[config.mk]
export PLATFORM = sky130hd
export DESIGN_NAME = time_counter
export DESIGN_NICKNAME = d
export VERILOG_FILES = /design/src/rtl/time_counter.sv
export SDC_FILE = /design/constraint.sdc
export NUM_CORES = 1
export LEC_CHECK = 0
export CAP_MARGIN = 15
export CORE_UTILIZATION = 25
export DETAILED_ROUTE_END_ITERATION = 10
export GPL_TIMING_DRIVEN = 0
export PLACE_DENSITY = 0.51
export SLEW_MARGIN = 20
export SYNTH_ARGS = -nofsm -noshare
export SYNTH_HDL_FRONTEND = slang
export SYNTH_SLANG_ARGS = --single-unit
export TNS_END_PERCENT = 50
[constraint.sdc]
create_clock -name clock -period 1.95 [get_ports clock]
set_input_delay 0.2925 -clock clock [delete_from_list [all_inputs] [get_ports clock]]
set_output_delay 0.2925 -clock clock [all_outputs]
set_load 0.02 [all_outputs]
[src/rtl/time_counter.sv]
// time_counter: free-running elapsed-time counter with optional prescaler.
// Define TIME_CNT_SATURATE_EN to hold at MAX_COUNT instead of wrapping to 0.
module time_counter #(
   parameter int WIDTH     = 8,
   parameter int MAX_COUNT = 255,
   parameter int PRESCALE  = 1
) (
   input  logic             clock,
   input  logic             reset_start,
   output logic [WIDTH-1:0] counter
);
   localparam logic [WIDTH-1:0] MAX = WIDTH'(MAX_COUNT);
`ifdef TIME_CNT_SATURATE_EN
   localparam logic [WIDTH-1:0] TERM_NEXT = MAX;
`else
   localparam logic [WIDTH-1:0] TERM_NEXT = '0;
`endif
   logic tick;
   generate
      if (PRESCALE > 1) begin : g_pre
         localparam int PW = $clog2(PRESCALE);
         localparam logic [PW-1:0] LAST = PW'(PRESCALE - 1);
         logic [PW-1:0] pre;
         always_ff @(posedge clock or negedge reset_start)
            if (!reset_start) pre <= '0;
            else pre <= (pre == LAST) ? '0 : pre + PW'(1);
         assign tick = (pre == LAST);
      end else begin : g_nopre
         assign tick = 1'b1;
      end
   endgenerate
   always_ff @(posedge clock or negedge reset_start)
      if (!reset_start) counter <= '0;
      else if (tick) counter <= (counter == MAX) ? TERM_NEXT : counter + WIDTH'(1);
endmodule

==> summary.log, run 1 <==
[detailed_routing] vias per inst 4.456
[timing] setup TNS 0 ns
[timing] worst clock skew on the final layout 0.001070 ns
[finish] flip-flop count of the largest register after layout 8
[synth] most area-consuming cells after synthesis dfrtp_1, xor2_1, nand3_2, ha_1, nor2_1
[clocking] CTS root buf clkbuf_4
[floorplanning] chip height 39.37 um
[timing] Slew headroom 74.69%
[detailed_routing] number of optimization iterations in the first detailed-route pass 2
[synth] Synth area leader dfrtp_1
[detailed_routing] number of vias after detailed routing 254
[synth] sequential element share of the synthesized area 57.35%
[placement] DP HPWL 534.6 um
[finish] Final Core Density 36.92%
[detailed_routing] drt first-iter violations 2
[clocking] count of instances resized after the clock tree is built 0
[global_routing] wire length of the first global-routing pass 1.131 mm
[clocking] worst-case clock buffer depth 2
[floorplanning] floorplan core area 0.001301 sq mm
[timing] number of hold-slack violations in the final timing report 0
[pwr] Static Leakage 0.2034 nW
[finish] share of post-route cells with drive strength above 1 14.29%
[finish] Largest Register counter
[synth] Mapped Nets 33
[job] number of max-capacitance violations reported 0
[finish] register area 200.2 sq um
[detailed_routing] aggregate routed wire length 707 um
[floorplanning] floorplan die area 0.001550 sq mm
[placement] last weighted congestion value of the routability-driven placer 0.7267
[global_routing] GRT Residual Overflow 0
[synth] post-synthesis instance total 30
[global_routing] largest net degree at the start of global routing 9
[timing] count of final max-slew check failures 0
[synth] total standard cell area after synthesis 349.1 sq um
[global_routing] number of antenna violations at the first check in global routing 0
[clocking] number of H-tree branching levels 1
[finish] total number of nets in the final design 47
[synth] synthesized area per cell 11.64 sq um
[critical_path] Crit path buffers/inverters 1
[synth] register bit count reported by yosys 8
[detailed_routing] antenna violation net count after detailed routing 0
[critical_path] peak per-stage delay on the critical path 0.64 ns
[placement] port bufs 9
[global_routing] vias in the first global route 263
[clocking] Post-CTS Hold Fix Bufs 0
[detailed_routing] Residual DRC 0
[clocking] insertion delay of the later-clocked pin in the worst-skew pair 0.25 ns
[status] outcome finished clean
[critical_path] capturing element type of the critical path output pin
[clocking] number of buffers created by CTS 3
[detailed_routing] routed length per instance 12.40 um
[synth] Yosys warnings 0
[clocking] post-CTS setup repair buffer count 0
[timing] Worst Tran Pin Value 0.3785 ns
[finish] number of antenna repair diodes 0
[critical_path] worst setup path class reg -> out
[floorplanning] FP Rows 13
[global_routing] Total Routing Usage GR 11.74%
[critical_path] cell-by-cell trace of the critical path clkdlybuf4s50_1
[critical_path] Crit path arrival time 1.35 ns
[clocking] TritonCTS clock tree built
[finish] largest registers counter: 8 flops
[finish] multi-input logic area 145.1 sq um
[critical_path] required time of the critical path 1.66 ns
[critical_path] crit path launch type register
[floorplanning] floorplan die width 39.37 um
[timing] portion of the clock cycle consumed by the worst path in the final layout 84.20%
[timing] shortest period the worst path allows 1.642 ns
[synth] distinct cell type count of the synthesized netlist 15
[floorplanning] starting density of the core 26.83%
[finish] Layout area overhead 37.63%
[synth] share of Yosys cell area claimed by the top area cell type 57.35%
[clocking] clk sink count 8
[critical_path] Worst path top cell family by delay buffers and inverters
[critical_path] Worst path slowest cell clkdlybuf4s50_1
[timing] final setup violating endpoints 0
[critical_path] maximum fanout along the worst path 6
[timing] setup repair after global routing missed its margin false
[clocking] CTS clock-pin slew for the worst setup and hold paths 0.05 ns
[hold_path] class of the worst hold path in -> async
[finish] leading cell types in the layout, fill and taps excluded clkdlybuf4s50_1, dfrtp_1, nor2_1, xor2_1, clkbuf_4
[finish] commonest non-fill, non-tap cell in the layout clkdlybuf4s50_1
[pwr] Max IR drop VDD 0.0002802 V
[pwr] pwr/cell area 616.2 mW/mm^2
[floorplanning] number of top-level design ports 10
[timing] Max Freq 609.1 MHz
[finish] number of inserted filler cells in the final layout 132
-- layer usage --
metal,wire length (um),track usage (%),vias to the layer above
met1,337,14.84,117
met3,30,3.409,2
met5,0,0,-
li1,-,-,128
met2,330,17.08,7
met4,9,7.759,0
-- final cells by class --
cell class,count,share of cell area [%]
inverter,1,0.7812
tap,15,3.906
timing repair buffer,9,18.75
clock buffer,3,4.687
sequential,8,41.67
multi-input combinational,21,30.21
-- report_power, final --
group	switching, W	internal, W	total (W)	leakage [nW]
clock network	0.0000546	0.0000703	0.000125	0.0138
logic	0.00000323	0.00000177	0.00000500	0.0923
registers	0	0.000166	0.000166	0.0973
-- final timing paths --
check | slack [ns] | start | to | depth (start not counted)
setup / recovery | 0.31 | counter[3] | counter[3] | 1
hold / removal | 0.33 | reset_start | counter[7] | 1
setup reg to reg | 0.70 | counter[0] | counter[5] | 4
hold reg to reg | 0.51 | counter[0] | counter[0] | 1
max in group asynchronous | 1.35 | reset_start | counter[3] | 1
min in group clock | 0.51 | counter[0] | counter[0] | 1
-- logic make-up (layout without fill, tap and decap cells) --
logic type / after synthesis / count (layout) / synth area share [%]
AOI/OAI and AO/OA: 3 / 3 / 5.019
DFF: 8 / 8 / 57.35
and+or+nand+nor: 12 / 12 / 20.07
xor gates and xnor gates: 4 / 4 / 10.04
buffers and inverters: 1 / 13 / 1.074
muxes: 1 / 1 / 2.867
adders and majority gates: 1 / 1 / 3.584
-- synthesized netlist by cell type --
library cell	number
mux2i_1	1
a21oi_1	2
nor3_2	1
nand3_1	1
nand3_2	2
dfrtp_1	8
nor2_1	3
xor2_1	3
inv_1	1
ha_1	1
nor3_1	2
xnor2_1	1
o21bai_1	1
nand4_1	1
nand2_1	2
-- stage by stage --
stage | area [sq um] | power, W | hold slack [ns] | cells | setup slack, ns
after detailed placement | 457.9 | 0.0001743 | 0.5014 | 54 | 0.5710
after global routing | 480.5 | 0.0003104 | 0.3495 | 57 | 0.2401
after floorplan | 349.1 | 0.0001691 | -0.003091 | 30 | 0.7047
after CTS | 480.5 | 0.0003020 | 0.3324 | 57 | 0.3073
after global placement | 457.9 | 0.0001741 | 0.4931 | 54 | 0.5823
final | 480.5 | 0.0002960 | 0.3259 | 57 | 0.3082
No activity file was read; power rests on OpenSTA's default activity.
==> run 2, diff against run 1 <==
--- a/config.mk
+++ b/config.mk
@@ -9,7 +9,7 @@
 export CORE_UTILIZATION = 25
 export DETAILED_ROUTE_END_ITERATION = 10
 export GPL_TIMING_DRIVEN = 0
-export PLACE_DENSITY = 0.51
+export PLACE_DENSITY = 0.53
 export SLEW_MARGIN = 20
 export SYNTH_ARGS = -nofsm -noshare
 export SYNTH_HDL_FRONTEND = slang
==> constraint.sdc (replaced) <==
create_clock -name clock -period 1.4 [get_ports clock]
set_input_delay 0.21 -clock clock [delete_from_list [all_inputs] [get_ports clock]]
set_output_delay 0.21 -clock clock [all_outputs]
set_load 0.02 [all_outputs]
==> run 2 against run 1 <==
Routed wire length down 7.4%. Register-to-register slack worse by 0.53 ns. Final area down 2.1%. First-iteration DRC count up 50%. Setup slack worse by 0.17 ns. Critical path depth unchanged. Critical path type unchanged.
==> summary.log, run 2 (synthesis gave the netlist of run 1 again) <==
[timing] shortest period the worst path allows 1.266 ns
[critical_path] crit path launch type register
[clocking] number of H-tree branching levels 1
[floorplanning] floorplan core area 0.001301 sq mm
[finish] leading cell types in the layout, fill and taps excluded dfrtp_1, dlygate4sd2_1, nor2_1, xor2_1, clkbuf_4
[hold_path] class of the worst hold path in -> async
[status] outcome finished clean
[timing] setup TNS 0 ns
[critical_path] Crit path buffers/inverters 1
[detailed_routing] drt first-iter violations 3
[global_routing] number of antenna violations at the first check in global routing 0
[detailed_routing] aggregate routed wire length 655 um
[floorplanning] starting density of the core 26.83%
[critical_path] worst setup path class reg -> out
[finish] total number of nets in the final design 47
[timing] Max Freq 789.7 MHz
[clocking] Post-CTS Hold Fix Bufs 0
[timing] portion of the clock cycle consumed by the worst path in the final layout 90.46%
[critical_path] maximum fanout along the worst path 6
[finish] Layout area overhead 34.77%
[clocking] clk sink count 8
[global_routing] met1 GRT Util 14.69%
[finish] share of post-route cells with drive strength above 1 14.29%
[floorplanning] FP Rows 13
[finish] Final Core Density 36.15%
[global_routing] largest net degree at the start of global routing 9
[global_routing] met3 Track Usage GR 5.114%
[timing] Worst Tran Pin Value 0.3675 ns
[placement] DP HPWL 473 um
[placement] last weighted congestion value of the routability-driven placer 0.7094
[floorplanning] floorplan die area 0.001550 sq mm
[timing] count of final max-slew check failures 0
[finish] Largest Register counter
[clocking] number of buffers created by CTS 3
[finish] number of inserted filler cells in the final layout 145
[timing] setup repair after global routing missed its margin false
[critical_path] Crit path arrival time 1.06 ns
[critical_path] required time of the critical path 1.19 ns
[detailed_routing] antenna violation net count after detailed routing 0
[global_routing] layer with the highest usage after global routing met1
[detailed_routing] vias per inst 4.421
[clocking] worst-case clock buffer depth 2
[global_routing] GRT Residual Overflow 0
[floorplanning] floorplan die width 39.37 um
[floorplanning] chip height 39.37 um
[critical_path] capturing element type of the critical path output pin
[clocking] TritonCTS clock tree built
[pwr] Static Leakage 0.2212 nW
[placement] port bufs 9
[pwr] Max IR drop VDD 0.0004118 V
[job] number of max-capacitance violations reported 0
[timing] final setup violating endpoints 0
[detailed_routing] routed length per instance 11.49 um
[detailed_routing] number of optimization iterations in the first detailed-route pass 2
[detailed_routing] number of vias after detailed routing 252
[clocking] insertion delay of the later-clocked pin in the worst-skew pair 0.25 ns
[finish] flip-flop count of the largest register after layout 8
[clocking] CTS root buf clkbuf_4
[finish] largest registers counter: 8 flops
[global_routing] Total Routing Usage GR 10.86%
[timing] Slew headroom 75.42%
[critical_path] cell-by-cell trace of the critical path dlygate4sd2_1
[pwr] pwr/cell area 886.7 mW/mm^2
[clocking] count of instances resized after the clock tree is built 8
[clocking] post-CTS setup repair buffer count 0
[critical_path] Worst path top cell family by delay flip-flops
[floorplanning] number of top-level design ports 10
[detailed_routing] Residual DRC 0
[global_routing] met2 layer usage reported by global route 12.92%
[clocking] CTS clock-pin slew for the worst setup and hold paths 0.06 ns
[global_routing] wire length of the first global-routing pass 1.028 mm
[timing] worst clock skew on the final layout 0.004835 ns
[global_routing] vias in the first global route 226
[finish] number of antenna repair diodes 0
[critical_path] peak per-stage delay on the critical path 0.45 ns
[critical_path] Worst path slowest cell dfrtp_1
[timing] number of hold-slack violations in the final timing report 0
==> run 2: cell count changes in the layout (fill, tap and decap cells not counted), sizes merged <==
cell           before  now
clkdlybuf4s50       9    1
dlygate4sd2         0    8
==> run 2: through the flow <==
step	power, W	hold slack [ns]	instances	setup slack, ns	area, sq um
after CTS	0.0004259	0.2503	57	0.1191	470.5
after global placement	0.0002425	0.4942	54	0.1162	457.9
final	0.0004171	0.2338	57	0.1336	470.5
after global routing	0.0004339	0.2591	57	0.08290	470.5
after floorplan	0.0002355	-0.08559	30	0.1547	349.1
after detailed placement	0.0002430	0.4982	54	0.1147	457.9
==> run 2: path summary, 6_finish.rpt <==
path	from	to	slack [ns]	cells past startpoint
min reg2reg	counter[0]	counter[0]	0.50	1
min	reset_start	counter[7]	0.23	1
min in group clock	counter[0]	counter[0]	0.50	1
max	counter[3]	counter[3]	0.13	1
max in group asynchronous	reset_start	counter[3]	0.90	1
max reg2reg	counter[0]	counter[5]	0.17	4
==> run 2: cell type report <==
class | instances | area [sq um] | share of cell area [%]
Sequential cell | 8 | 200.2 | 42.55
Multi-Input combinational cell | 21 | 145.1 | 30.85
Timing Repair Buffer | 9 | 80.08 | 17.02
Clock buffer | 3 | 22.52 | 4.787
Tap cell | 15 | 18.77 | 3.989
Inverter | 1 | 3.754 | 0.7979
==> run 2: metal layers <==
metal,wire length [um],vias to the layer above
met5,0,-
met4,0,0
met3,19,0
met2,291,4
met1,344,119
li1,-,129
==> run 2: power breakdown <==
group,switching (W),total (W),leakage (nW),internal [W]
clock,0.0000807,0.000179,0.0138,0.0000983
combinational,0.00000436,0.00000683,0.110,0.00000247
sequential,0,0.000231,0.0973,0.000231
==> run 3, diff against run 2 <==
--- a/config.mk
+++ b/config.mk
@@ -6,10 +6,12 @@
 export NUM_CORES = 1
 export LEC_CHECK = 0
 export CAP_MARGIN = 15
-export CORE_UTILIZATION = 25
+export CORE_AREA = 2 2 39 41
+export CTS_CLUSTER_DIAMETER = 120
 export DETAILED_ROUTE_END_ITERATION = 10
+export DIE_AREA = 0 0 41 43
 export GPL_TIMING_DRIVEN = 0
-export PLACE_DENSITY = 0.53
+export PLACE_DENSITY = 0.55
 export SLEW_MARGIN = 20
 export SYNTH_ARGS = -nofsm -noshare
 export SYNTH_HDL_FRONTEND = slang
==> run 3 against run 2 <==
Critical path depth rose by 3. Clock skew fell by 0.0025 ns. Global-route usage fell by 0.21 points. Hold slack barely moved. Total power barely moved. Critical endpoint is now counter[5].
==> summary.log, run 3 (synthesis gave the netlist of run 1 again) <==
[global_routing] vias in the first global route 286
[finish] flip-flop count of the largest register after layout 8
[critical_path] Worst path top cell family by delay simple AND/OR/NAND/NOR gates
[clocking] Post-CTS Hold Fix Bufs 0
[finish] largest registers counter: 8 flops
[clocking] insertion delay of the later-clocked pin in the worst-skew pair 0.25 ns
[critical_path] Worst path slowest cell dfrtp_1
[timing] number of hold-slack violations in the final timing report 0
[status] outcome finished clean
[critical_path] cell-by-cell trace of the critical path ha_1, nand2_1, nor3_2, nor3_1
[clocking] clk sink count 8
[floorplanning] FP Rows 14
[pwr] Static Leakage 0.2212 nW
[pwr] fraction of power consumed by sequential logic 55.4%
[detailed_routing] routed length per instance 11.79 um
[pwr] sw frac 20.45%
[critical_path] Crit path buffers/inverters 0
[floorplanning] number of top-level design ports 10
[pwr] Max IR drop VDD 0.0003908 V
[detailed_routing] number of optimization iterations in the first detailed-route pass 2
[detailed_routing] vias per inst 4.552
[critical_path] maximum fanout along the worst path 4
[timing] portion of the clock cycle consumed by the worst path in the final layout 90.84%
[finish] final design area excluding fillers 471.7 sq um
[critical_path] peak per-stage delay on the critical path 0.40 ns
[clocking] number of buffers created by CTS 3
[clocking] CTS clock-pin slew for the worst setup and hold paths 0.06 ns
[finish] share of post-route cells with drive strength above 1 14.29%
[critical_path] worst setup path class reg -> reg
[pwr] clock network fraction of design power 43.0%
[clocking] count of instances resized after the clock tree is built 8
[pwr] pwr/cell area 885.0 mW/mm^2
[critical_path] crit path launch type register
[global_routing] largest net degree at the start of global routing 9
[timing] setup repair after global routing missed its margin false
[finish] number of inserted filler cells in the final layout 141
[clocking] worst-case clock buffer depth 2
[pwr] internal power consumption 0.0003321 W
[placement] last weighted congestion value of the routability-driven placer 0.7369
[placement] post-detailed-placement cell area 459.2 sq um
[timing] setup TNS 0 ns
[detailed_routing] Residual DRC 0
[clocking] TritonCTS clock tree built
[global_routing] number of antenna violations at the first check in global routing 0
[floorplanning] floorplan die area 0.001763 sq mm
[pwr] logic gate share of total power 1.6%
[job] number of max-capacitance violations reported 0
[detailed_routing] number of vias after detailed routing 264
[hold_path] class of the worst hold path in -> async
[floorplanning] chip height 43 um
[clocking] CTS root buf clkbuf_4
[timing] Slew headroom 75.48%
[placement] port bufs 9
[floorplanning] floorplan core area 0.001384 sq mm
[timing] count of final max-slew check failures 0
[timing] shortest period the worst path allows 1.272 ns
[global_routing] wire length of the first global-routing pass 1.186 mm
[floorplanning] floorplan die width 41 um
[clocking] number of H-tree branching levels 1
[pwr] overall power of the completed layout 0.0004174 W
[timing] final setup violating endpoints 0
[critical_path] Crit path arrival time 1.40 ns
[detailed_routing] aggregate routed wire length 684 um
[detailed_routing] antenna violation net count after detailed routing 0
[timing] worst clock skew on the final layout 0.002378 ns
[global_routing] GRT Residual Overflow 0
[finish] Layout area overhead 35.13%
[timing] Fin Hold WS 0.2340 ns
[finish] Largest Register counter
[floorplanning] starting density of the core 25.23%
[finish] total number of nets in the final design 47
[finish] Final Core Density 34.09%
[critical_path] capturing element type of the critical path register
[timing] Max Freq 786.3 MHz
[critical_path] required time of the critical path 1.53 ns
[placement] DP HPWL 534.1 um
[clocking] post-CTS setup repair buffer count 0
[finish] leading cell types in the layout, fill and taps excluded dfrtp_1, dlygate4sd2_1, nor2_1, xor2_1, clkbuf_4
[pwr] Sw Pwr 0.00008536 W
[global_routing] Total Routing Usage GR 10.65%
[detailed_routing] drt first-iter violations 5
[timing] Worst Tran Pin Value 0.3667 ns
[finish] number of antenna repair diodes 0
## run 3: cell counts in the layout (fill, tap and decap cells not counted)
Identical to the previous run, type by type.
## run 3: final cells by class
type | instances | area, sq um | share of cell area, %
flip-flops and latches | 8 | 200.2 | 42.44
multi-input cells | 21 | 145.1 | 30.77
repair buffers | 9 | 80.08 | 16.98
clock buffers | 3 | 22.52 | 4.775
well taps | 16 | 20.02 | 4.244
inverters | 1 | 3.754 | 0.7958
## run 3: power groups by stage
| stage | clock, W | sequential (W) | combinational [W] |
|---|---|---|---|
| finish | 0.000179 | 0.000231 | 0.00000682 |
| global route | 0.000193 | 0.000231 | 0.00000773 |
| CTS | 0.000179 | 0.000231 | 0.00000717 |
| detailed placement | 0 | 0.000235 | 0.00000723 |
| global placement | 0 | 0.000235 | 0.00000686 |
| floorplan | 0 | 0.000236 | 0.0000000000582 |
## run 3: worst reg2reg max path, delay by kind of cell (launching register included)
| family | cells | cell delay [ns] |
|---|---|---|
| adders and majority gates | 1 | 0.23 |
| and+or+nand+nor | 3 | 0.53 |
| DFF | 1 | 0.40 |
## run 3: worst paths after layout
check | start | slack (ns) | cells after the start | endpoint
setup / recovery | counter[0] | 0.13 | 4 | counter[5]
hold / removal | reset_start | 0.23 | 1 | counter[4]
setup reg to reg | counter[0] | 0.13 | 4 | counter[5]
hold reg to reg | counter[0] | 0.50 | 1 | counter[0]
max in group asynchronous | reset_start | 0.90 | 1 | counter[0]
min in group clock | counter[0] | 0.50 | 1 | counter[0]
## run 3: through the flow
step                std cells  setup WS, ns
floorplan                  30        0.1547
global placement           55        0.1149
detailed placement         55        0.1114
CTS                        58        0.1069
global route               58       0.04125
finish                     58        0.1282
## run 3: routing by layer
metal | up-vias | wire length [um] | track usage (%)
met1 | 126 | 299 | 12.96
li1 | 126 | - | -
met3 | 2 | 50 | 3.141
met2 | 10 | 326 | 14.06
met5 | - | 0 | 0
met4 | 0 | 8 | 10.00
